==> src/rtl/read_data_capture_pkg.sv <==
// Shared constants and types for the SDRAM read-data capture block:
// bus widths, burst-length encoding and the capture FSM states.
package read_data_capture_pkg;

  localparam int DSIZE   = 32;
  localparam int CL_SIZE = 2;

  localparam logic [1:0] BL_1 = 2'd0;
  localparam logic [1:0] BL_2 = 2'd1;
  localparam logic [1:0] BL_4 = 2'd2;
  localparam logic [1:0] BL_8 = 2'd3;

  typedef enum logic [1:0] {
    ST_IDLE    = 2'd0,
    ST_WAIT_CL = 2'd1,
    ST_BURST   = 2'd2
  } state_t;

  // Beat-counter preload: number of beats in the burst minus one.
  function automatic logic [3:0] beats_minus_one(input logic [1:0] bl);
    case (bl)
      BL_1:    return 4'd0;
      BL_2:    return 4'd1;
      BL_4:    return 4'd3;
      BL_8:    return 4'd7;
      default: return 4'd0;
    endcase
  endfunction

endpackage

==> src/rtl/read_data_capture.sv <==
// Captures SDRAM read bursts: waits out the CAS latency after a reada command,
// then registers one data beat per cycle and flags the last beat of the burst.
module read_data_capture
  import read_data_capture_pkg::*;
#(
  parameter int dsize   = DSIZE,
  parameter int cl_size = CL_SIZE
) (
  input  logic               clk0,
  input  logic               reset_n,
  input  logic               read_cmd,
  input  logic [cl_size-1:0] cas_lat,
  input  logic [1:0]         burst_len,
  input  logic [dsize-1:0]   sdram_dq,
  output logic [dsize-1:0]   rd_data,
  output logic               rd_valid,
  output logic               rd_last,
  output logic               busy,
  output logic               rd_err
);

  localparam logic [cl_size-1:0] LAT_ONE = cl_size'(1);

  state_t             r_state;
  state_t             w_state_next;
  logic [cl_size-1:0] r_lat_cnt;
  logic [3:0]         r_beat_cnt;
  logic               w_accept;
  logic               w_reject;
  logic               w_capture;
  logic               w_last;

  // NOTE: sequential state uses non-blocking assignments so every flop samples
  // the pre-edge values regardless of block ordering.
  always_ff @(posedge clk0 or negedge reset_n) begin
    if (!reset_n) r_state <= ST_IDLE;
    else          r_state <= w_state_next;
  end

  // NOTE: every signal gets a default before the case so no latch is inferred.
  always_comb begin
    w_state_next = r_state;
    w_accept     = 1'b0;
    w_reject     = 1'b0;
    w_capture    = 1'b0;
    w_last       = 1'b0;
    unique case (r_state)
      ST_IDLE: begin
        if (read_cmd) begin
          if (cas_lat != '0) begin
            w_accept     = 1'b1;
            w_state_next = ST_WAIT_CL;
          end else begin
            w_reject = 1'b1;
          end
        end
      end
      ST_WAIT_CL: begin
        w_reject = read_cmd;
        // The first beat is sampled on the edge where the latency count expires;
        // a single-beat burst finishes right there without visiting BURST.
        if (r_lat_cnt == LAT_ONE) begin
          w_capture    = 1'b1;
          w_last       = (r_beat_cnt == 4'd0);
          w_state_next = w_last ? ST_IDLE : ST_BURST;
        end
      end
      ST_BURST: begin
        w_reject  = read_cmd;
        w_capture = 1'b1;
        w_last    = (r_beat_cnt == 4'd0);
        if (w_last) w_state_next = ST_IDLE;
      end
      default: w_state_next = ST_IDLE;
    endcase
  end

  always_ff @(posedge clk0 or negedge reset_n) begin
    if (!reset_n) begin
      r_lat_cnt  <= '0;
      r_beat_cnt <= 4'd0;
      rd_data    <= '0;
      rd_valid   <= 1'b0;
      rd_last    <= 1'b0;
      rd_err     <= 1'b0;
    end else begin
      rd_valid <= w_capture;
      rd_last  <= w_last;
      rd_err   <= w_reject;
      if (w_capture) rd_data <= sdram_dq;
      if (w_accept) begin
        r_lat_cnt  <= cas_lat;
        r_beat_cnt <= beats_minus_one(burst_len);
      end else begin
        if (r_state == ST_WAIT_CL && r_lat_cnt != '0) r_lat_cnt <= r_lat_cnt - LAT_ONE;
        if (w_capture && r_beat_cnt != 4'd0)           r_beat_cnt <= r_beat_cnt - 4'd1;
      end
    end
  end

  // Busy is a pure decode of the state register, so it drops in the same cycle
  // the last beat is presented and a new command can be taken then.
  assign busy = (r_state != ST_IDLE);

endmodule

==> config.mk <==
export PLATFORM = sky130hd
export DESIGN_NAME = read_data_capture
export DESIGN_NICKNAME = d
export VERILOG_FILES = /design/src/rtl/read_data_capture_pkg.sv /design/src/rtl/read_data_capture.sv
export SDC_FILE = /design/constraint.sdc
export NUM_CORES = 1
export LEC_CHECK = 0
export CAP_MARGIN = 30
export CORE_ASPECT_RATIO = 1.5
export CORE_UTILIZATION = 35
export CTS_BUF_LIST = sky130_fd_sc_hd__clkbuf_8
export CTS_CLUSTER_DIAMETER = 150
export DETAILED_ROUTE_END_ITERATION = 6
export GPL_TIMING_DRIVEN = 0
export PLACE_DENSITY = 0.67
export SLEW_MARGIN = 15
export SYNTH_ARGS = -nofsm -noshare
export SYNTH_HDL_FRONTEND = slang
export SYNTH_SLANG_ARGS = --single-unit
export TNS_END_PERCENT = 5
==> constraint.sdc <==
create_clock -name clk0 -period 3.1 [get_ports clk0]
set_input_delay 0.31 -clock clk0 [delete_from_list [all_inputs] [get_ports clk0]]
set_output_delay 0.31 -clock clk0 [all_outputs]
set_load 0.05 [all_outputs]
==> flow_summary.yaml, run 1 <==
synth:
  yosys-top-cells-area: "dfrtp_1, mux2_2, ha_1"
  synth_top_area_share: 0.570
  syn-cell-area_mm2: 0.00189
  synth_nets: 186
  async_flop_share: 1.00
  synthCells: 139
  yosysTopAreaCell: "dfrtp_1"
  syn_area_per_cell_um2: 13.6
  synth-seq-area-share: 0.570
  synth-seq-cells: 43
  synth.distinct_cells: 29
  synth_edf_count: 0
  synth_warnings: 0
  synth-main-ff-cell: "dfrtp_1"
route:
  first_pass_iters: 6
  via_per_inst: 4.73
  antenna_left: 0
  dr.first_iter.drc_count: 22
  drc: 0
  wl_per_cell_um: 13.0
  wirelength_um: 3770
  via_count: 1375
final_layout:
  layout_commonest_cell: "clkdlybuf4s50_1"
  final_util: 0.552
  drive_gt1_frac: 0.233
  final_cell_mix: "clkdlybuf4s50_1, dfrtp_1, mux2_2, inv_1, ha_1"
  syn2layout_area_growth_pct: 51.0
  layout.nets: 269
  insertedDiodeCount: 0
setup_path:
  r2r_cells: 6
  rr_startpoint: "r_state[0]"
  crit-reg2reg-capture: "rd_data[16]"
  arrival_ps: 1970
  crit_path_max_fanout: 5
  cp_data_required_time_ps: 2790
  path_class: "reg2out"
  startpoint_type: "register"
  worstSetupEndpointType: "output pin"
  rrSetupSlack_ps: 1170
timing:
  worst_pin_slew_ps: 519
  fin_crit_sh: 0.735
  timing.fmax_mhz: 439
  layout_setup_ws_ps: 823
  finalHoldViolations: 0
  max-slew-margin-rel: 0.653
  maxSlewViolCount: 0
  setup_viol: 0
  rsz0062_at_grt: "no"
  fin_setup_tns_ps: 0
  worst_clock_skew_ps: 7.05
  period_minus_slack_ps: 2280
pwr:
  p_leak_nw: 1.22
  clockPowerShare: 0.109
  seqPwrFrac: 0.273
  swShare: 0.463
  ir_drop_v: 0.000694
  p_sw_mw: 1.66
  power_density_mw_per_mm2: 1260
  combinationalPowerShare: 0.619
  intPower_mw: 1.93
flow_run:
  cap_violations: 0
clock_network:
  clk_path_buf_depth: 2
  post_cts_buffers: 0
  numCtsBuffers: 5
  cts.clk_slew.worst_paths_ps: 80
  cts_tree: "yes"
  insertion_delay_ps: 290
  h-tree-depth: 2
  hold_buffers: 1
  cts_resized: 0
  cts_root_buffer: "clkbuf_8"
  cts_sinks: 43
min_path:
  worstHoldStart: "rd_data[9]"
  holdPathEnd: "rd_data[9]"
  hold_path_depth: 1
  worstHoldPathType: "reg2reg"
floorplan:
  die_y_um: 92.0
  num_io_pins: 75
  die_w_um: 62.0
  rows: 32
  dieArea_mm2: 0.00570
  start_util: 0.366
  coreArea_mm2: 0.00516
grt:
  grt-ovfl-total: 0
  track_usage: 0.137
  grt_pass1_wl_um: 5810
  antenna_found_initial: 0
  grt_pass1_vias: 1317
  grt_max_degree: 24
place:
  io_buffers: 74
  place_ws_ps: 1140
  place.gp.congestion: 0.830
  hpwl_um: 2850
outcome:
  run_status: "complete, no violations"
## registers in the layout, summed over array words and instances (netlist names)
register	flops
rd_data	32
rd_err	1
r_state	2
rd_last	1
r_beat_cnt	4
rd_valid	1
r_lat_cnt	2
## synthesized netlist by cell type, types with 2 or more instances
cell,n
nor3_1,3
ha_1,8
mux2_2,34
nor2_1,3
a21oi_1,5
buf_2,3
a21o_1,2
nor3b_1,2
nor2b_1,2
dfrtp_1,43
o31ai_1,2
inv_1,11
nand4_1,3
a31oi_1,3
## power by group through the flow
stage	clock network (mW)	logic, mW	registers [mW]
after global placement	0	2.22	0.988
after CTS	0.408	2.25	0.981
after floorplan	0	0.744	1.80
after global routing	0.421	2.37	1.02
after detailed placement	0	2.24	0.995
final	0.390	2.23	0.981
## worst max-delay path: stages (launching register included)
cell and delay, ps:
dfrtp_1 410, inv_1 100, ha_1 280, inv_1 100, clkdlybuf4s50_1 800
## through the flow
step | std cells | instance area (um^2) | hold slack [ps] | power, mW
final | 291 | 2850 | 505 | 3.60
after global placement | 281 | 2710 | 485 | 3.21
after detailed placement | 282 | 2740 | 315 | 3.24
after floorplan | 139 | 1890 | 14.4 | 2.54
after CTS | 291 | 2850 | 511 | 3.64
after global routing | 291 | 2850 | 519 | 3.82
## layout make-up
type / count / area (um^2)
Sequential cell: 43 / 1080
Tap cell: 68 / 85.1
Clock inverter: 1 / 7.51
Inverter: 11 / 41.3
Timing Repair Buffer: 76 / 773
Multi-Input combinational cell: 81 / 752
Buffer: 4 / 18.8
Fill cell: 412 / 2310
Clock buffer: 7 / 96.3
## routing by layer
metal	GRT usage	share of wire	vias to the layer above
met2	0.245	0.50	69
met3	0.0409	0.087	6
met1	0.145	0.40	640
li1	-	-	660
met4	0.0444	0.014	0
met5	0	0	-
## cell families (layout without fill, tap and decap cells)
logic type | Yosys count | after routing | share of synthesized area
AO/OA/AOI/OAI | 20 | 20 | 0.0775
XOR/XNOR | 1 | 1 | 0.00464
adder cells (fa/ha/maj) | 8 | 8 | 0.0530
buffers and inverters | 15 | 99 | 0.0318
flip-flops | 43 | 43 | 0.570
multiplexers | 35 | 35 | 0.208
AND/OR/NAND/NOR | 17 | 17 | 0.0550
## how the worst max path moves through the flow
stage / start / endpoint / cells after the start
floorplan: r_state[0] / rd_data[0] / 6
finish: r_state[0] / busy / 4
global route: r_state[0] / busy / 4
CTS: r_state[0] / busy / 4
detailed placement: r_state[0] / busy / 4
global placement: reset_n / rd_err / 1
No activity file was read; power rests on OpenSTA's default activity.
==> run 2: changes to the inputs <==
==> constraint.sdc (replaced) <==
create_clock -name clk0 -period 2.3 [get_ports clk0]
set_input_delay 0.23 -clock clk0 [delete_from_list [all_inputs] [get_ports clk0]]
set_output_delay 0.23 -clock clk0 [all_outputs]
set_load 0.05 [all_outputs]
==> flow_summary.yaml, run 2 (synthesized netlist as in run 1, its figures left out) <==
pwr:
  power_density_mw_per_mm2: 1700
  p_sw_mw: 2.24
  seqPwrFrac: 0.273
  combinationalPowerShare: 0.619
  p_leak_nw: 1.22
  swShare: 0.463
  ir_drop_v: 0.000905
  clockPowerShare: 0.109
  power_mw: 4.85
  intPower_mw: 2.60
floorplan:
  dieArea_mm2: 0.00570
  die_y_um: 92.0
  die_w_um: 62.0
  num_io_pins: 75
  start_util: 0.366
  coreArea_mm2: 0.00516
  rows: 32
place:
  place.gp.congestion: 0.830
  placed_area_mm2: 0.00274
  dp_cells: 282
  hpwl_um: 2850
  place_ws_ps: 351
  io_buffers: 74
clock_network:
  cts_root_buffer: "clkbuf_8"
  h-tree-depth: 2
  post_cts_buffers: 0
  cts.clk_slew.worst_paths_ps: 90
  cts_tree: "yes"
  cts_sinks: 43
  insertion_delay_ps: 290
  numCtsBuffers: 5
  clk_path_buf_depth: 2
timing:
  rsz0062_at_grt: "no"
  finalHoldViolations: 0
  setup_viol: 0
  layout_setup_ws_ps: 362
  fin_crit_sh: 0.843
  fin_setup_tns_ps: 0
  maxSlewViolCount: 0
  worst_pin_slew_ps: 519
  period_minus_slack_ps: 1940
  whs_ps: 436
  max-slew-margin-rel: 0.653
  timing.fmax_mhz: 516
  worst_clock_skew_ps: 6.15
final_layout:
  largest_reg_flops: 32
  seq_area_mm2: 0.00108
  reg_top3: "rd_data (32), r_beat_cnt (4)"
  drive_gt1_frac: 0.233
  final_util: 0.552
  insertedDiodeCount: 0
  regMostFlops: "rd_data"
  fill_cells: 411
  syn2layout_area_growth_pct: 51.1
  post-route-cell-area_mm2: 0.00285
  final_cell_mix: "clkdlybuf4s50_1, dfrtp_1, mux2_2, inv_1, ha_1"
  layout.nets: 269
  multi_input_area_um2: 752
  layout_commonest_cell: "clkdlybuf4s50_1"
  fin_cells: 291
setup_path:
  startpoint_type: "register"
  rrSetupSlack_ps: 360
  crit-reg2reg-capture: "rd_data[16]"
  path_class: "reg2reg"
  r2r_cells: 6
  worstSetupEndpointType: "register"
  arrival_ps: 2120
  crit_path_max_fanout: 10
  cp_data_required_time_ps: 2480
  rr_startpoint: "r_state[0]"
grt:
  track_usage: 0.137
  grt_max_degree: 24
  grtUsageMet2: 0.245
  use_met3: 0.0409
  antenna_found_initial: 0
  grt_pass1_vias: 1317
  grt_pass1_wl_um: 5810
  met1_usage: 0.145
  busiest_layer: "met2"
  grt-ovfl-total: 0
route:
  antenna_left: 0
  first_pass_iters: 6
  dr.first_iter.drc_count: 29
  via_count: 1377
  drc: 0
  via_per_inst: 4.73
  wl_per_cell_um: 13.0
  wirelength_um: 3770
outcome:
  run_status: "complete, no violations"
min_path:
  worstHoldPathType: "in2async"
flow_run:
  cap_violations: 0
run 2: changes by cell type in the layout (fill, tap and decap cells not counted), sizes merged:
cell           change
clkdlybuf4s50      -1
dlymetal6s2s       +1
run 2: layout make-up:
| class | instances | area share |
|---|---|---|
| inverter | 11 | 0.0145 |
| clock inverter | 1 | 0.00263 |
| clock buffer | 7 | 0.0338 |
| sequential | 43 | 0.377 |
| tap | 68 | 0.0298 |
| buffer | 4 | 0.00658 |
| multi-input combinational | 81 | 0.264 |
| timing repair buffer | 76 | 0.272 |
run 2: critical path: stages (launching register included):
cell	delay [ps]
dfrtp_1	410
inv_1	100
ha_1	270
a21o_1	250
nand2_2	160
buf_2	270
mux2_2	370
run 2: repair_timing:
item                       4_1_cts  5_1_grt
hold buffers                     1        0
resized for setup                0        1
setup endpoints to repair        0        1
hold endpoints to repair        20        0
run 2: worst max path at each step:
stage / start / endpoint / slack [ps] / cells past startpoint
floorplan: r_state[0] / rd_data[0] / 600 / 6
global placement: reset_n / rd_err / -160 / 1
detailed placement: r_state[0] / rd_data[29] / 350 / 6
CTS: r_state[0] / busy / 90 / 4
global route: r_state[0] / rd_data[15] / 220 / 6
finish: r_state[0] / rd_data[16] / 360 / 6
run 2: power by group through the flow:
stage | sequential, mW | combinational, mW | clock, mW
2_1_floorplan | 2.42 | 1.00 | 0
3_3_place_gp | 1.33 | 3.00 | 0
3_5_place_dp | 1.34 | 3.02 | 0
4_1_cts | 1.32 | 3.03 | 0.550
5_1_grt | 1.38 | 3.20 | 0.568
6_report | 1.32 | 3.00 | 0.526
run 2: metal layers:
layer,vias up,part of all wire,wire length (um)
met5,-,0,0
met4,0,0.016,59
met3,10,0.084,316
met2,66,0.50,1890
met1,642,0.40,1510
li1,659,-,-
==> run 3: changes to the inputs <==
==> constraint.sdc (replaced) <==
create_clock -name clk0 -period 1.89 [get_ports clk0]
set_input_delay 0.189 -clock clk0 [delete_from_list [all_inputs] [get_ports clk0]]
set_output_delay 0.189 -clock clk0 [all_outputs]
set_load 0.05 [all_outputs]
==> flow_summary.yaml, run 3 (synthesized netlist as in run 1, its figures left out) <==
pwr:
  intPower_mw: 3.20
  power_mw: 5.95
  clockPowerShare: 0.108
  ir_drop_v: 0.00111
  p_sw_mw: 2.75
  power_density_mw_per_mm2: 2080
  swShare: 0.462
  seqPwrFrac: 0.271
  p_leak_nw: 1.23
  combinationalPowerShare: 0.621
route:
  wl_per_cell_um: 13.1
  antenna_left: 0
  dr.first_iter.drc_count: 32
  drc: 0
  wirelength_um: 3790
  first_pass_iters: 4
  via_per_inst: 4.76
  via_count: 1381
timing:
  period_minus_slack_ps: 1780
  max-slew-margin-rel: 0.653
  timing.fmax_mhz: 561
  worst_clock_skew_ps: 6.70
  rsz0062_at_grt: "no"
  setup_viol: 0
  finalHoldViolations: 0
  whs_ps: 395
  worst_pin_slew_ps: 519
  fin_crit_sh: 0.942
  maxSlewViolCount: 0
final_layout:
  insertedDiodeCount: 0
  syn2layout_area_growth_pct: 51.8
  fin_cells: 290
  final_cell_mix: "clkdlybuf4s50_1, dfrtp_1, mux2_2, inv_1"
  reg_top3: "rd_data (32), r_beat_cnt (4)"
  regMostFlops: "rd_data"
  layout_commonest_cell: "clkdlybuf4s50_1"
  largest_reg_flops: 32
  final_util: 0.555
  fill_cells: 409
  layout.nets: 268
  drive_gt1_frac: 0.248
floorplan:
  rows: 32
  start_util: 0.366
  die_w_um: 62.0
  num_io_pins: 75
  coreArea_mm2: 0.00516
  die_y_um: 92.0
  dieArea_mm2: 0.00570
setup_path:
  rrSetupSlack_ps: 110
  crit_start: "r_state[0]"
  worstSetupEndpointType: "register"
  crit-reg2reg-capture: "rd_data[6]"
  startpoint_type: "register"
  crit_path_max_fanout: 10
  r2r_cells: 6
  cp_data_required_time_ps: 2060
  rr_startpoint: "r_state[0]"
  arrival_ps: 1950
  path_class: "reg2reg"
clock_network:
  numCtsBuffers: 5
  h-tree-depth: 2
  cts_root_buffer: "clkbuf_8"
  clk_path_buf_depth: 2
  cts.clk_slew.worst_paths_ps: 80
  insertion_delay_ps: 290
  cts_tree: "yes"
  cts_sinks: 43
flow_run:
  cap_violations: 0
place:
  io_buffers: 74
  place.gp.congestion: 0.830
  hpwl_um: 2850
  dp_cells: 282
outcome:
  run_status: "complete, no violations"
grt:
  antenna_found_initial: 0
  grt_max_degree: 24
  grt-ovfl-total: 0
  grt_pass1_vias: 1317
  grt_pass1_wl_um: 5810
  track_usage: 0.137
min_path:
  worstHoldPathType: "in2async"
## run 3: cell type report
type                            count  area [um^2]  area share
Buffer                              3         30.0      0.0105
Clock buffer                        7         96.3      0.0336
Clock inverter                      1         7.51     0.00262
Inverter                           11         41.3      0.0144
Multi-Input combinational cell     81          761       0.266
Sequential cell                    43         1080       0.376
Tap cell                           68         85.1      0.0297
Timing Repair Buffer               76          768       0.268
## run 3: through the flow
step / setup slack, ps / TNS [ps] / instance area [um^2]
after global placement: -532 / -23730 / 2710
after floorplan: 191 / 0 / 1890
final: 109 / 0 / 2870
after detailed placement: -59.4 / -1390 / 2740
after CTS: -68.7 / -1650 / 2850
after global routing: 5.43 / 0 / 2870
## run 3: how the worst max path moves through the flow
stage                             end  slack, ps  cells after the start
after global routing       rd_data[1]          5                      6
after detailed placement  rd_data[29]        -60                      6
final                      rd_data[6]        110                      6
after floorplan            rd_data[0]        190                      6
after CTS                 rd_data[24]        -70                      6
after global placement         rd_err       -530                      1
## run 3: timing repair
item,CTS,global route
endpoints found under the hold margin,20,0
setup buffers,0,0
hold buffers,1,0
endpoints found under the setup margin,30,33
gates cloned,0,0
resized for setup,2,12
## run 3: worst max-delay path, stage by stage (launching register included)
cell	delay, ps
dfrtp_1	410
inv_1	100
ha_2	230
a21o_2	250
nand2_4	130
buf_4	200
mux2_2	340
## run 3: routing by layer
metal | part of all wire | track usage
met1 | 0.41 | 0.145
met2 | 0.49 | 0.245
met3 | 0.084 | 0.0409
met4 | 0.014 | 0.0444
met5 | 0 | 0
## run 3: power by group through the flow
stage / clock network (mW) / logic [mW] / registers (mW)
detailed placement: 0 / 3.68 / 1.63
global route: 0.691 / 3.94 / 1.68
floorplan: 0 / 1.22 / 2.95
finish: 0.640 / 3.70 / 1.61
global placement: 0 / 3.65 / 1.62
CTS: 0.669 / 3.68 / 1.61
